==> config.mk <==
export PLATFORM = sky130hd
export DESIGN_NAME = decrypt_out_align
export DESIGN_NICKNAME = d
export VERILOG_FILES = /design/src/rtl/decrypt_out_align.sv
export SDC_FILE = /design/constraint.sdc
export NUM_CORES = 1
export LEC_CHECK = 0
export ABC_CLOCK_PERIOD_IN_PS = 15900
export CORE_MARGIN = 4
export CORE_UTILIZATION = 45
export CTS_BUF_LIST = sky130_fd_sc_hd__clkbuf_8 sky130_fd_sc_hd__clkbuf_16
export DETAILED_ROUTE_END_ITERATION = 8
export SLEW_MARGIN = 15
export SYNTH_ARGS = -nofsm -noshare
export SYNTH_HDL_FRONTEND = slang
export SYNTH_SLANG_ARGS = --single-unit
==> constraint.sdc <==
create_clock -name clk -period 15.9 [get_ports clk]
set_clock_uncertainty 0.1 [all_clocks]
set_input_delay 2.385 -clock clk [delete_from_list [all_inputs] [get_ports clk]]
set_output_delay 2.385 -clock clk [all_outputs]
set_load 0.01 [all_outputs]
==> src/rtl/decrypt_out_align.sv <==
// Re-pairs decrypted data with its ctrl byte and buffers it in a show-ahead FIFO.
// Latency LAT+1 accept-to-out_wr; in_rdy reserves FIFO room for every word still in the decryption pipe.
module decrypt_out_align #(
  parameter int LAT   = 5,
  parameter int DEPTH = 8
) (
  input  logic        clk,
  input  logic        reset,
  input  logic [7:0]  in_data_ctrl,
  input  logic        in_wr,
  output logic        in_rdy,
  input  logic [63:0] dec_data,
  output logic [63:0] out_data,
  output logic [7:0]  out_ctrl,
  output logic        out_wr,
  input  logic        out_rdy
);

  localparam int PW = (DEPTH > 1) ? $clog2(DEPTH) : 1;
  localparam int CW = $clog2(DEPTH + 1);
  localparam int IW = $clog2(LAT + 1);
  localparam int SW = $clog2(DEPTH + LAT + 1);

  logic [LAT-1:0] stage_vld;
  logic [7:0]     stage_ctrl [LAT];
  logic [IW-1:0]  inflight;
  logic [CW-1:0]  fifo_count;
  logic [PW-1:0]  wr_ptr;
  logic [PW-1:0]  rd_ptr;
  logic [71:0]    mem [DEPTH];
  logic [71:0]    head;
  logic [SW-1:0]  occupancy;
  logic           accept;
  logic           push;
  logic           pop;

  // Words still inside the decryption pipe already own a FIFO slot.
  assign occupancy = SW'(fifo_count) + SW'(inflight);
  assign in_rdy    = occupancy < SW'(DEPTH);
  assign accept    = in_wr & in_rdy;
  assign push      = stage_vld[LAT-1];
  assign pop       = out_wr;

  assign head     = mem[rd_ptr];
  assign out_wr   = (fifo_count != '0) & out_rdy;
  assign out_data = (fifo_count != '0) ? head[63:0] : 64'd0;
  assign out_ctrl = (fifo_count != '0) ? head[71:64] : 8'd0;

  // Free-running shadow of the decryption pipe; it has no stall.
  always_ff @(posedge clk or posedge reset) begin
    if (reset) begin
      stage_vld <= '0;
      for (int k = 0; k < LAT; k++) stage_ctrl[k] <= 8'd0;
    end else begin
      stage_vld[0]  <= accept;
      stage_ctrl[0] <= accept ? in_data_ctrl : 8'd0;
      for (int k = 1; k < LAT; k++) begin
        stage_vld[k]  <= stage_vld[k-1];
        stage_ctrl[k] <= stage_ctrl[k-1];
      end
    end
  end

  always_ff @(posedge clk or posedge reset) begin
    if (reset) begin
      inflight <= '0;
    end else begin
      case ({accept, push})
        2'b10:   inflight <= inflight + IW'(1);
        2'b01:   inflight <= inflight - IW'(1);
        default: inflight <= inflight;
      endcase
    end
  end

  always_ff @(posedge clk or posedge reset) begin
    if (reset) begin
      fifo_count <= '0;
      wr_ptr     <= '0;
      rd_ptr     <= '0;
    end else begin
      case ({push, pop})
        2'b10:   fifo_count <= fifo_count + CW'(1);
        2'b01:   fifo_count <= fifo_count - CW'(1);
        default: fifo_count <= fifo_count;
      endcase
      if (push) wr_ptr <= (wr_ptr == PW'(DEPTH - 1)) ? '0 : wr_ptr + PW'(1);
      if (pop)  rd_ptr <= (rd_ptr == PW'(DEPTH - 1)) ? '0 : rd_ptr + PW'(1);
    end
  end

  // Storage needs no reset: fifo_count gates every read.
  always_ff @(posedge clk) begin
    if (push) mem[wr_ptr] <= {stage_ctrl[LAT-1], dec_data};
  end

endmodule

== Yosys cells after proc, flatten, opt, wreduce, memory -nomap -nowiden ==
Memories as Yosys holds them, arrays and structs flattened.
Index checks and enable logic that the tools add are counted.
Widths: inputs -> output; s select.
Storage, ports and cells
  register bits after elaboration: 58
  RAM bits: 576
  output and inout bits: 74
  logic and storage cells: 39
  memories kept: 1
Memories
  mem: depth 8, bits a word 72, rd ports 1, clocked after memory_dff 0, write ports 1, line 30  | logic [71:0] mem [DEPTH];
Cells by class
  add/subtract/negate cells: 7
  magnitude comparators: 1
  equality and inequality tests: 6
  muxes and demuxes: 9
  bitwise gates (word level): 2
  reduce and logical (&&, ||, !) cells: 3
Operators with widths (count)
  $mux 64: 1
  $mux 8: 2
  $add 3x1->3 const B: 3
  $pmux 4 s2: 1
  $eq 3x3->1 const B: 2
  $mux 3: 2
  $pmux 3 s2: 1
  $add 4x1->4 const B: 1
  $add 4x3->4: 1
  $eq 2x1->1 const B: 2
  $eq 2x2->1 const B: 2
  $lt 4x4->1 const B: 1
  $reduce_bool 2->1: 2
  $reduce_bool 4->1: 1
  $sub 4x1->4 const B: 1
  $sub 3x1->3 const B: 1
  $and 1x1->1: 2
  $mux 1: 2

== Logic depth before layout (Yosys ltp) ==
  depth after elaboration: 5
  gate-level depth with buffers: 10

== Least setup slack after synthesis ==
No wires, ideal clock.
  path kind: register to register
  from: register wr_ptr[1]
  to: memory mem[0][0], enable pin
  library setup time: 0.590 ns
  data arrival time: 5.463 ns
  required time: 15.210 ns
  path slack: 9.747 ns
  cell stages (with the launch flop): 3
  path buffers: 0
  period minus slack after synthesis: 6.153 ns
  cell sequence: dfrtp_1 nand2b_1 nor3_1
RTL lines
  start, declared: line 28  | logic [PW-1:0] wr_ptr;
  start signal, assigned: line 87  | if (push) wr_ptr <= (wr_ptr == PW'(DEPTH - 1)) ? '0 : wr_ptr + PW'(1);
  end, declared: line 30
No word-level cell before the write port.

== Final worst setup path ==
  from: register rd_ptr[0]
  to: output out_data[35]
Between the ends
  word-level cells in the longest chain between the ends: 2
RTL lines
  start, declared: line 29  | logic [PW-1:0] rd_ptr;
  start signal, assigned: line 88  | if (pop) rd_ptr <= (rd_ptr == PW'(DEPTH - 1)) ? '0 : rd_ptr + PW'(1);
  $mem_v2 8x72
  $mux 64: line 46  | assign out_data = (fifo_count != '0) ? head[63:0] : 64'd0;
  end, declared: line 13  | output logic [63:0] out_data,
Every way passes these cells.

==> metrics.yaml <==
status: "finished clean"
grt_max_degree: 66
start_kind: "flip-flop"
initial_core_util: 0.4584
min_path_type: "flip-flop to flip-flop"
synth_sequential_area_ratio: 0.7893
htree_levels: 3
fmax_mhz: 148.8
end_kind: "output pin"
grt_pass1_vias: 11300
final_common_cell: "edfxtp_1"
synth_seq_cells: 634
area_growth_pct: 18.02
die_w_um: 237.7
fin_crit_sh: 0.4227
hold_violations: 0
numPortBuffers: 149
stdcell_count: 1908
place_congestion: 0.6926
drc_errors: 0
ctsResizeCount: 0
nets: 1268
cts.sinks: 634
yosysWarnings: 0
die_h_um: 237.7
tightest_slew_ns: 1.077
synth-simple-area-share: 0.008059
path_clk_slew_ns: 0.06
cp.required_ns: 13.41
gr-total-overflow: 0
antenna_found_initial: 3
leakage_nw: 9.376
power.density_nw_per_um2: 187.1
max_cap_violations: 0
setup_tns_ns: 0
grt_usage: 0.1670
finalSetupViolCount: 0
dp_cells: 1792
hpwlAfterDp_mm: 24.51
synth_top_family_by_area: "multiplexers"
post_cts_buffers: 0
slew_violations: 0
drive_gt1_frac: 0.1941
wl_per_cell_um: 24.63
ios: 150
rsz0062_at_grt: "false"
finalWirelength_mm: 47.00
synth_top_area_frac: 0.7282
via_count: 10642
synth_compound_area_frac: 0.03129
synth_mux_area_frac: 0.1464
drtIter0Drc: 729
hold_buffers: 0
cts_tree: "built"
cp_max_fo: 42
multiInputGateArea_sq_um: 4691
final_cell_mix: "edfxtp_1 (576), clkdlybuf4s50_1 (149), mux4_2 (108), a22o_1 (72), clkbuf_16 (67)"
syn_area_sq_um: 23750
syn_area_per_cell_sq_um: 23.92
clkLatencyLatePin_ns: 0.59
synth_top_cell_by_area: "edfxtp_1"
via_per_inst: 5.578
synth-adder-area-share: 0.006953
ant_nets: 0
yosys-top-cells-area: "edfxtp_1 (73%), mux4_2 (10%), dfrtp_1 (6.1%)"
die-area_sq_um: 56520
maxSlewHeadroom: 0.2800
synth_cells: 993
ir_drop_uv: 115.5
rows: 83
cts-root-buf: "clkbuf_16"
synth_xor_area_frac: 0.001844
synth_nets: 1081
cts_buffer_depth: 3
coreArea_sq_um: 51820
crit_type: "flip-flop to output pin"
seq_area_sq_um: 18760
fill_cells: 3837
grt_pass1_wl_mm: 71.09
period_minus_slack_ns: 6.721
cts_buffers: 66
arrival_ns: 4.24
yosysUniqueCellTypes: 36
drt-pass1-iter-count: 4
power breakdown:
group	internal, W	total, W	switching [W]
logic	0.000835	0.00163	0.000795
clock network	0.000857	0.00145	0.000595
registers	0.00206	0.00216	0.000103
metrics by stage:
stage	util	worst slack [ns]	total power [W]	cell area (sq um)	hold WS, ns
2_1_floorplan	-	9.747	0.003207	23750	0.2312
3_3_place_gp	0.5014	9.654	0.003860	25980	0.2317
3_5_place_dp	0.5014	9.634	0.003876	25980	0.2347
4_1_cts	0.5409	8.991	0.005339	28030	0.2348
5_1_grt	0.5409	8.828	0.005499	28030	0.2492
6_report	0.5410	9.179	0.005244	28030	0.2366
path summary, 6_finish.rpt:
kind | end | from | slack (ns) | depth (start not counted)
min | stage_ctrl[11]$_DFF_PP0_ | stage_ctrl[19]$_DFF_PP0_ | 0.24 | 0
min reg2reg | stage_ctrl[11]$_DFF_PP0_ | stage_ctrl[19]$_DFF_PP0_ | 0.24 | 0
max in group asynchronous | rd_ptr[0]$_DFFE_PP0N_ | reset | 12.95 | 3
max | out_data[35] | rd_ptr[0]$_DFFE_PP0N_ | 9.18 | 5
min in group asynchronous | stage_ctrl[11]$_DFF_PP0_ | reset | 2.22 | 3
max reg2reg | fifo_count[3]$_DFFE_PP0P_ | fifo_count[0]$_DFFE_PP0P_ | 12.60 | 8
flip-flops by register name, indices dropped and copies added, names as in the netlist:
name,flops
inflight,3
wr_ptr,3
stage_vld,5
mem,576
stage_ctrl,40
rd_ptr,3
fifo_count,4
kinds of logic after synthesis:
| logic type | Yosys count |
|---|---|
| XOR/XNOR | 5 |
| multiplexers | 153 |
| AND/OR/NAND/NOR | 38 |
| AO/OA/AOI/OAI | 90 |
| flip-flops | 634 |
| adder cells (fa/ha/maj) | 12 |
| buffers and inverters | 61 |
critical path, stage by stage, from the launching register on:
cell and delay, ns:
dfrtp_4 0.85, buf_4 0.77, buf_4 0.62, mux4_2 0.58, a22o_1 0.24, clkdlybuf4s50_1 0.53
layout make-up:
cell class                 instances  area share
clock buffer                      70     0.06128
inverter                          10    0.001339
clock inverter                    44     0.01165
timing repair buffer             170     0.05883
tap                              680     0.03035
multi-input combinational        298      0.1673
antenna                            2   0.0001785
sequential                       634      0.6690
per-layer routing:
layer,global-route usage,part of all wire
met1,0.2310,0.44
met2,0.2734,0.49
met3,0.03457,0.046
met4,0.04689,0.018
met5,0,0
synth_stat cells:
cell type,n
a21oi_1,10
a21bo_2,1
a21o_1,1
mux4_2,108
nand2_1,12
fa_1,2
or3_1,1
ha_1,10
mux4_1,36
o211ai_1,1
nor3b_1,2
nand4_1,1
o311ai_0,1
o21ai_0,2
edfxtp_1,576
nor4_2,1
clkbuf_1,2
mux2i_1,2
nor3_1,2
inv_1,10
nand2b_1,4
a22o_1,72
buf_6,17
nor2b_1,1
nand3_1,1
mux2_2,7
and4_1,1
buf_2,22
xnor2_1,2
or4b_2,1
a21boi_1,1
a2111o_1,1
nor2_1,11
xor2_1,3
dfrtp_1,58
buf_1,10
(Power assumes the default switching activity.)
